--- src/rtl/hamming_encoder_proj_if.sv ---
// rtl/hamming_encoder_proj_if.sv - byte-in / codeword-out handshake bundle; err_inj/err_pos exist only with HAMMING_ERRINJ_EN
interface hamming_encoder_proj_if;
    logic [7:0] in_data;
    logic       in_valid;
    logic       in_ready;
    logic [6:0] io_out;
    logic       out_valid;
    logic       out_ready;
`ifdef HAMMING_ERRINJ_EN
    logic       err_inj;
    logic [2:0] err_pos;
`endif

    modport master (
        output in_data, in_valid, out_ready,
`ifdef HAMMING_ERRINJ_EN
        output err_inj, err_pos,
`endif
        input  in_ready, io_out, out_valid
    );

    modport slave (
        input  in_data, in_valid, out_ready,
`ifdef HAMMING_ERRINJ_EN
        input  err_inj, err_pos,
`endif
        output in_ready, io_out, out_valid
    );
endinterface

--- src/rtl/hamming_encoder_proj.sv ---
// rtl/hamming_encoder_proj.sv - streaming Hamming(7,4) encoder, low nibble first; optional fault injection via HAMMING_ERRINJ_EN
module hamming_encoder_proj (
    input logic                   clk,
    input logic                   rst_n,
    hamming_encoder_proj_if.slave bus
);
    localparam logic [1:0] ST_IDLE = 2'd0;
    localparam logic [1:0] ST_LO   = 2'd1;
    localparam logic [1:0] ST_HI   = 2'd2;

    logic [1:0] state;
    logic [6:0] code_q;
    logic [3:0] hi_nib_q;   // low nibble is encoded at accept, so only the high half needs keeping
    logic       accept;
    logic [6:0] new_mask;
    logic [6:0] held_mask;

    function automatic logic [6:0] enc(input logic [3:0] d);
        return {d[3], d[2], d[1], d[1] ^ d[2] ^ d[3], d[0], d[0] ^ d[2] ^ d[3], d[0] ^ d[1] ^ d[3]};
    endfunction

`ifdef HAMMING_ERRINJ_EN
    logic       inj_q;
    logic [2:0] pos_q;
    logic [7:0] new_shift;
    logic [7:0] held_shift;

    // Bit 7 of the shifted one falls outside the codeword, so err_pos = 7 injects nothing
    assign new_shift  = 8'd1 << bus.err_pos;
    assign held_shift = 8'd1 << pos_q;
    assign new_mask   = bus.err_inj ? new_shift[6:0] : 7'd0;
    assign held_mask  = inj_q ? held_shift[6:0] : 7'd0;

    always_ff @(posedge clk or negedge rst_n) begin
        if (!rst_n) begin
            inj_q <= 1'b0;
            pos_q <= 3'd0;
        end else if (accept) begin
            inj_q <= bus.err_inj;
            pos_q <= bus.err_pos;
        end
    end
`else
    assign new_mask  = 7'd0;
    assign held_mask = 7'd0;
`endif

    assign bus.in_ready  = (state == ST_IDLE) || ((state == ST_HI) && bus.out_ready);
    assign bus.out_valid = (state == ST_LO) || (state == ST_HI);
    assign bus.io_out    = code_q;
    assign accept        = bus.in_valid && bus.in_ready;

    always_ff @(posedge clk or negedge rst_n) begin
        if (!rst_n) begin
            state    <= ST_IDLE;
            code_q   <= 7'd0;
            hi_nib_q <= 4'd0;
        end else if (accept) begin
            hi_nib_q <= bus.in_data[7:4];
            code_q   <= enc(bus.in_data[3:0]) ^ new_mask;
            state    <= ST_LO;
        end else begin
            case (state)
                ST_LO: if (bus.out_ready) begin
                    code_q <= enc(hi_nib_q) ^ held_mask;
                    state  <= ST_HI;
                end
                ST_HI: if (bus.out_ready) state <= ST_IDLE;
                ST_IDLE: ;
                default: state <= ST_IDLE;
            endcase
        end
    end
endmodule

--- src/flat_wrapper.sv ---
// flat-port wrapper written by rule: the top's interface ports become plain ports
module hamming_encoder_proj_flat 
  (clk, rst_n, bus_in_data, bus_in_valid, bus_out_ready, bus_in_ready, bus_io_out, bus_out_valid);
  hamming_encoder_proj_if bus_i ();
  input logic clk;
  input logic rst_n;
  input wire logic [$bits(bus_i.in_data)-1:0] bus_in_data;
  input wire logic [$bits(bus_i.in_valid)-1:0] bus_in_valid;
  input wire logic [$bits(bus_i.out_ready)-1:0] bus_out_ready;
  output wire logic [$bits(bus_i.in_ready)-1:0] bus_in_ready;
  output wire logic [$bits(bus_i.io_out)-1:0] bus_io_out;
  output wire logic [$bits(bus_i.out_valid)-1:0] bus_out_valid;
  assign bus_i.in_data = bus_in_data;
  assign bus_i.in_valid = bus_in_valid;
  assign bus_i.out_ready = bus_out_ready;
  assign bus_in_ready = bus_i.in_ready;
  assign bus_io_out = bus_i.io_out;
  assign bus_out_valid = bus_i.out_valid;
  hamming_encoder_proj u_core (.clk(clk), .rst_n(rst_n), .bus(bus_i));
endmodule
--- config.mk ---
export PLATFORM = sky130hd
export DESIGN_NAME = hamming_encoder_proj_flat
export DESIGN_NICKNAME = d
export VERILOG_FILES = /design/src/rtl/hamming_encoder_proj_if.sv /design/src/rtl/hamming_encoder_proj.sv /design/src/flat_wrapper.sv
export SDC_FILE = /design/constraint.sdc
export NUM_CORES = 1
export LEC_CHECK = 0
export ABC_AREA = 1
export CAP_MARGIN = 20
export CELL_PAD_IN_SITES_DETAIL_PLACEMENT = 1
export CELL_PAD_IN_SITES_GLOBAL_PLACEMENT = 1
export CORE_MARGIN = 1
export CORE_UTILIZATION = 34
export DETAILED_ROUTE_END_ITERATION = 16
export GPL_ROUTABILITY_DRIVEN = 0
export PLACE_DENSITY = 0.88
export SLEW_MARGIN = 10
export SYNTH_ARGS = -nofsm -noshare
export SYNTH_HDL_FRONTEND = slang
export SYNTH_SLANG_ARGS = --single-unit
export TNS_END_PERCENT = 50
--- constraint.sdc ---
create_clock -name clk -period 1.8 [get_ports clk]
set_clock_uncertainty 0.2 [all_clocks]
set_input_delay 0.36 -clock clk [delete_from_list [all_inputs] [get_ports clk]]
set_output_delay 0.36 -clock clk [all_outputs]
set_load 0.02 [all_outputs]
Word-level counts from Yosys, hierarchy flattened --
Cells that the tools add are included.
Storage, ports and cells: register bits after elaboration 13, bits in latches 0, bits in writable memories 0, memory bits (read-only) 0, bits of input ports 12, memories kept 0
Cells by class: $add $sub $neg 0, $mul 0, div/mod/pow operators 0, $lt $le $gt $ge 0, equality and inequality tests 5, shift operators 0, muxes and demuxes 7, bitwise gates (word level) 12, reduce and logical (&&, ||, !) cells 9
Operators by type and width (count):
- $mux W7 | 3
- $xor A1 B1 Y1 | 12
- $mux W2 | 3
- $ne A3 B2 Y1 const B | 2
- $pmux W2 S3 | 1
- $reduce_bool A2 Y1 | 2
- $reduce_and A3 Y1 | 1
- $eq A2 B1 Y1 const B | 1
- $eq A2 B2 Y1 const B | 1
- $logic_and A1 B1 Y1 | 2
- $logic_not A2 Y1 | 1
- $logic_or A1 B1 Y1 | 2
- $ne A2 B1 Y1 const B | 1
- $reduce_and A2 Y1 | 1

Depth between registers and ports, before layout --
Gate-level depths: netlist of run 1.
depth in word-level cells 6, depth in mapped cells 10

Least setup slack after synthesis of run 1 --
Ideal clock, no wire load.
kind flip-flop to flip-flop, start point register u_core.state[0], end point register u_core.code_q[3] (netlist: u_core.bus.io_out[3]), setup time 0.116 ns, arrival 1.277 ns, required time 1.484 ns, path slack 0.207 ns, stages on the path, launching flop included 11, path buffers 1, cell sequence dfrtp_1 inv_1 ha_1 nand2_2 nand2_2 nand2_2 clkbuf_8 nand3_1 nand2_1 nand2_1 nand2_1
On the way: word-level cells in the longest chain between the ends 6, elaborated cells between the ends (all ways) 10, classes of those cells eq/ne (2); mux (1); reduce/logical (7)
RTL lines:
- start: declaration | RTL line hamming_encoder_proj.sv:11 | logic [1:0] state;
- start signal: assignment | RTL line hamming_encoder_proj.sv:55 | state <= ST_IDLE;
- start signal: assignment | RTL line hamming_encoder_proj.sv:61 | state <= ST_LO;
- start signal: assignment | RTL line hamming_encoder_proj.sv:66 | state <= ST_HI;
- $eq A2 B2 Y1 | RTL line hamming_encoder_proj.sv:48 | assign bus.in_ready = (state == ST_IDLE) || ((state == ST_HI) && bus.out_ready);
- $logic_and A1 B1 Y1 | RTL line hamming_encoder_proj.sv:48
- $logic_or A1 B1 Y1 (*) | RTL line hamming_encoder_proj.sv:48
- net bus_in_ready | RTL line flat_wrapper.sv:10 | output wire logic [$bits(bus_i.in_ready)-1:0] bus_in_ready;
- $logic_and A1 B1 Y1 (*) | RTL line hamming_encoder_proj.sv:51 | assign accept = bus.in_valid && bus.in_ready;
- $reduce_bool A2 Y1 (no line)
- $reduce_and A2 Y1 (no line)
- end signal: assignment | RTL line hamming_encoder_proj.sv:60 | code_q <= enc(bus.in_data[3:0]) ^ new_mask;
- end signal: assignment | RTL line hamming_encoder_proj.sv:65 | code_q <= enc(hi_nib_q) ^ held_mask;
- end: declaration | RTL line hamming_encoder_proj.sv:12 | logic [6:0] code_q;
The timed path passes the listed nets; every way through them passes the cells marked *. A chain may end at the register's enable or synchronous reset.

Worst setup path after layout of run 1 --
start point register u_core.state[1], end point output port bus_in_ready
On the way: word-level cells in the longest chain between the ends 3, elaborated cells between the ends (all ways) 4, classes of those cells eq/ne (1); reduce/logical (3)
RTL lines (RTL line):
- $eq A2 B2 Y1 | hamming_encoder_proj.sv:48
- $logic_and A1 B1 Y1 | hamming_encoder_proj.sv:48
- $logic_or A1 B1 Y1 (*) | hamming_encoder_proj.sv:48
- end: declaration | flat_wrapper.sv:10
Every way passes the cells marked *; elsewhere a longest branch is shown, timed or not.

==> results of run 1 <==
critical path, cell delays in order, from the launching register on:
cell and delay [ns]:
dfrtp_1 0.43, ha_4 0.18, nand2_2 0.10, nand2_2 0.08, buf_6 0.13
cells by family after synthesis:
logic type,after synthesis,synth area share
AO/OA/AOI/OAI,11,0.0912
adder cells (fa/ha/maj),4,0.0579
buffers and inverters,15,0.0854
flip-flops,13,0.376
AND/OR/NAND/NOR,76,0.389
cells in the mapped netlist:
| master | number | share of area |
|---|---|---|
| inv_1 | 13 | 0.056 |
| o211ai_1 | 4 | 0.035 |
| nand3_1 | 19 | 0.11 |
| buf_6 | 1 | 0.013 |
| nand2_1 | 50 | 0.22 |
| o21ai_0 | 6 | 0.035 |
| nand3_2 | 2 | 0.023 |
| clkbuf_8 | 1 | 0.016 |
| nor2_1 | 1 | 0.0043 |
| ha_1 | 4 | 0.058 |
| a21boi_4 | 1 | 0.022 |
| nor2_4 | 1 | 0.013 |
| dfrtp_1 | 13 | 0.38 |
| nand2_2 | 3 | 0.022 |
metal layers:
layer	track usage	routed length, um	vias up
li1	-	-	456
met1	0.260	1130	441
met2	0.418	1410	22
met3	0.0609	124	4
met4	0.0395	31	0
met5	0	0	-
placed cells by master (no fill, tap or decap), drive strengths merged:
cell type	netlist	routed
a21boi	1	1
ha	4	4
nand3	21	21
dfrtp	13	13
dlygate4sd2	0	7
nor2	2	2
buf	1	17
clkbuf	1	4
o211ai	4	4
nand2	53	53
o21ai	6	6
clkdlybuf4s50	0	11
inv	13	13
stage by stage:
| step | setup slack [ns] | instances | power [mW] |
|---|---|---|---|
| final | 0.0453 | 184 | 2.05 |
| after CTS | 0.00783 | 183 | 1.95 |
| after detailed placement | -0.361 | 179 | 1.84 |
| after global placement | -0.321 | 179 | 1.74 |
| after floorplan | 0.207 | 119 | 1.28 |
| after global routing | -0.0447 | 184 | 2.26 |
registers in the layout, summed over array words and instances, names as in the netlist:
name               cells
u_core.bus.io_out      7
u_core.hi_nib_q        4
u_core.state           2
layout make-up:
cell class / count / area (um^2) / area share
multi-input cells: 91 / 503 / 0.402
flip-flops and latches: 13 / 325 / 0.260
repair buffers: 35 / 314 / 0.251
inverters: 13 / 48.8 / 0.0390
well taps: 28 / 35.0 / 0.0280
clock buffers: 4 / 26.3 / 0.0210
repair_timing:
item                                    in CTS  in global routing
endpoints found under the setup margin       9                  7
resized for setup                           16                 17
pin swaps                                    0                  5
endpoints found under the hold margin        0                  0
buffers inserted                             0                  1
power by group through the flow:
stage | clock, mW | sequential (mW) | combinational (mW)
CTS | 0.189 | 0.554 | 1.20
global placement | 0 | 0.544 | 1.20
global route | 0.205 | 0.588 | 1.46
floorplan | 0 | 0.627 | 0.658
detailed placement | 0 | 0.563 | 1.28
finish | 0.179 | 0.562 | 1.31
worst paths after layout:
kind	from	end	slack [ns]	depth (start not counted)
setup / recovery	u_core.state[1]	bus_in_ready	0.05	4
hold / removal	rst_n	u_core.bus.io_out[1]	0.19	2
setup reg to reg	u_core.state[0]	u_core.bus.io_out[1]	0.09	10
hold reg to reg	u_core.bus.io_out[1]	u_core.bus.io_out[1]	0.29	2
max in group asynchronous	rst_n	u_core.hi_nib_q[2]	1.03	2
min in group clk	u_core.bus.io_out[1]	u_core.bus.io_out[1]	0.29	2
==> results.toml, run 1 <==
[sta]
post-route-period-util = 0.975
relSlewSlack = 0.856
fmax_ghz = 0.570
setup_viol = 0
rsz0062_at_grt = "yes"
hold_slack_ns = 0.195
drv_slew = 0
finalHoldViolCount = 0
finalWorstPathRequiredPeriod_ns = 1.75
max_slew.worst_pin.slew_ns = 0.216
setup_tns_ns = 0

[clocking]
cts-root-buf = "clkbuf_4"
cts_buffers = 3
clk_latency_ns = 0.27
holdBufCountCts = 0
h-tree-depth = 1
cts_tree = "yes"
clkTransAtPathRegs_ns = 0.08
clock_sinks = 13
cts_buffer_depth = 2

[routing]
routed_wirelength_um = 2700
routed-via-count = 923
wl_per_cell_um = 14.7
drtIter0Drc = 11
drt.antenna.violating_nets = 0
vias_per_cell = 5.02
dr.pass1.iters = 4
route.detailed.drc = 0

[setup_path]
crit_arrival_ns = 1.19
crit_required_ns = 1.24
critical_path_class = "flop to output pin"
critPathCaptureType = "output pin"
cp-start-kind = "flop"
cp_max_fo = 2

[layout]
n_antenna_cell = 0
num-nets-final = 173
nFillCells = 291
design_area_um2 = 1250
area_growth_pct = 44.9
layout-drive-gt1-share = 0.231
final_util = 0.545

[placed_design]
io_buffers = 20
placed_cell_area_um2 = 1180
dp_hpwl_um = 2090

[synth]
yosys_warnings = 0
yosysUniqueCellTypes = 14
ys_seq_elements = 13
syn_area_per_cell_um2 = 7.27
syn_nets = 135
synthCells = 119
yosysSeqAreaShare = 0.376
syn-cell-area_um2 = 865

[floorplanning]
die_w_um = 52.4
initial_utilization = 0.376
core_um2 = 2300
ios = 21
die_y_um = 52.4
dieArea_um2 = 2750
fp-row-count = 17

[pwr]
leakage_nw = 0.640
p_clk_frac = 0.087
p_per_area_nw_per_um2 = 1640
seqPwrFrac = 0.274
switchingPower_uw = 978
ir_drop_v = 0.000906
p_int_mw = 1.08
pwr-share-comb = 0.639
switching_share = 0.476

[outcome]
status = "complete, no violations"

[grt]
grt_max_degree = 14
grt_pass1_vias = 990
antenna_found_initial = 0
grt_overflow = 0
grtUsageTotal = 0.227
grt_first_pass_wirelength_um = 4500

[job]
cap_violations = 0

[min_path]
hold_path.class = "input pin to async pin"
Power figures use the tool's default switching activity.
==> run 2: changes to the inputs <==
ABC_AREA = default   (was 1)
CORE_UTILIZATION = 38   (was 34)
==> results.toml, run 2 <==
[placed_design]
io_buffers = 20
placed_cell_area_um2 = 1150
dp_hpwl_um = 1590

[sta]
drv_slew = 0
finalHoldViolCount = 0
worst_slack_ns = -0.0399
relSlewSlack = 0.802
hold_slack_ns = 0.208
setup_viol = 6
rsz0062_at_grt = "yes"
finalWorstPathRequiredPeriod_ns = 1.84
max_slew.worst_pin.slew_ns = 0.296
post-route-period-util = 1.02
fmax_ghz = 0.544

[synth]
yosys_warnings = 0
syn_area_per_cell_um2 = 14.4
synth_top_cell_by_area = "dfrtp_1"
synth_flop_cell = "dfrtp_1"
yosysUniqueCellTypes = 17
synth_edf_count = 0
syn-cell-area_um2 = 805
yosysMostFrequentCell = "dfrtp_1"
synthTopCellsByCount = "13 x dfrtp_1, 8 x mux2_4, 7 x mux2i_1"
syn_nets = 72
yosysSeqAreaShare = 0.404
yosys-top-cells-area = "dfrtp_1 40%, mux2_4 15%, xor3_1 8.9%"
synth.top_cell.area_share = 0.404
ys_seq_elements = 13
async_flop_share = 1.00
synthCells = 56

[outcome]
violations = "negative setup slack"
status = "finished, violations left"

[layout]
mostFrequentLayoutCells = "14 x buf_4, 13 x dfrtp_1, 11 x clkdlybuf4s50_1"
nFillCells = 201
final_util = 0.626
multiInputGateArea_um2 = 497
area_growth_pct = 54.1
layout_commonest_cell = "buf_4"
n_antenna_cell = 0
layout-drive-gt1-share = 0.400
largest_register_ffs = 7
ff_latch_area_um2 = 325
design_area_um2 = 1240
num-nets-final = 112

[min_path]
hold_path.class = "input pin to async pin"

[setup_path]
critical_path_class = "flop to flop"
crit_required_ns = 1.79
critPathCaptureType = "flop"
crit_arrival_ns = 1.83
cp-start-kind = "flop"
cp_max_fo = 5

[pwr]
leakage_nw = 0.649
p_per_area_nw_per_um2 = 1820
p_total_mw = 2.25
ir_drop_v = 0.000883

[floorplanning]
dieArea_um2 = 2300
core_um2 = 1980
fp-row-count = 16
die_y_um = 48.0
ios = 21
die_w_um = 48.0
initial_utilization = 0.406

[routing]
drt.antenna.violating_nets = 0
drtIter0Drc = 9
routed_wirelength_um = 2150
route.detailed.drc = 0
wl_per_cell_um = 17.6
routed-via-count = 591
dr.pass1.iters = 4
vias_per_cell = 4.84

[job]
cap_violations = 0

[grt]
antenna_found_initial = 0
grt_first_pass_wirelength_um = 2930
grt_overflow = 0
grtUsageTotal = 0.193
grt_max_degree = 14
grt_pass1_vias = 626

[clocking]
clkTransAtPathRegs_ns = 0.09
clock_sinks = 13
clk_latency_ns = 0.28
cts_buffer_depth = 2
cts_buffers = 3
cts-root-buf = "clkbuf_4"
cts_tree = "yes"
h-tree-depth = 1
holdBufCountCts = 0
==> run 2: changes by cell type after synthesis, sizes merged, moves of 4 or more <==
| cell | delta |
|---|---|
| mux2i | +7 |
| inv | -11 |
| mux2 | +13 |
| nand3 | -20 |
| o21ai | -4 |
| nand2 | -51 |
==> run 2: final timing paths <==
path                                             end            start  cells after the start  slack (ns)
worst min-delay path            u_core.bus.io_out[1]            rst_n                      2        0.21
min in group clk                     u_core.state[1]  u_core.state[1]                      1        0.37
worst max-delay path            u_core.bus.io_out[1]  u_core.state[0]                      8       -0.04
worst max register to register  u_core.bus.io_out[1]  u_core.state[0]                      8       -0.04
max in group asynchronous       u_core.bus.io_out[4]            rst_n                      2        1.02
worst min register to register       u_core.state[1]  u_core.state[1]                      1        0.37
==> run 2: repair_timing <==
action | 4_1_cts | 5_1_grt
resized for setup | 20 | 6
gates cloned | 0 | 1
pin swaps | 1 | 0
endpoints found under the setup margin | 17 | 15
endpoints found under the hold margin | 0 | 0
buffers inserted | 0 | 1
==> run 2: metrics by stage <==
step                      instances  worst slack [ns]  TNS, ns
after floorplan                  56            0.0158        0
after global placement          116            -0.314    -1.97
after detailed placement        116            -0.351    -2.74
after CTS                       120           -0.0274  -0.0274
after global routing            122            -0.101   -0.687
final                           122           -0.0399  -0.0661
==> run 2: cell type report <==
class | count | area share
multi-input combinational | 40 | 0.401
sequential | 13 | 0.262
clock inverter | 1 | 0.00404
inverter | 2 | 0.00605
timing repair buffer | 36 | 0.282
tap | 27 | 0.0272
clock buffer | 3 | 0.0182
==> run 2: worst max-delay path, stage by stage, from the launching register on <==
cell	delay [ns]
dfrtp_1	0.39
inv_2	0.05
ha_2	0.19
a21o_4	0.20
buf_4	0.13
nand2_4	0.09
clkbuf_16	0.15
buf_4	0.10
mux2i_1	0.24
==> run 2: logic make-up after synthesis <==
logic type	after synthesis	synth area share
buffers and inverters	3	0.0233
AOI/OAI and AO/OA	5	0.0420
and+or+nand+nor	3	0.0187
DFF	13	0.404
muxes	20	0.306
adders and majority gates	4	0.0622
xor gates and xnor gates	8	0.143
==> run 2: metal layers <==
layer	wire [um]	vias up	track usage
met4	21	0	0.0389
met1	901	296	0.236
met3	60	2	0.0453
met5	0	-	0
li1	-	276	-
met2	1160	17	0.346
==> run 2: report_power, final <==
| group | leakage (nW) | internal (mW) | switching, mW |
|---|---|---|---|
| clock network | 0.0177 | 0.0824 | 0.109 |
| logic | 0.478 | 0.882 | 0.598 |
| registers | 0.154 | 0.444 | 0.136 |
| total | 0.649 | 1.41 | 0.844 |
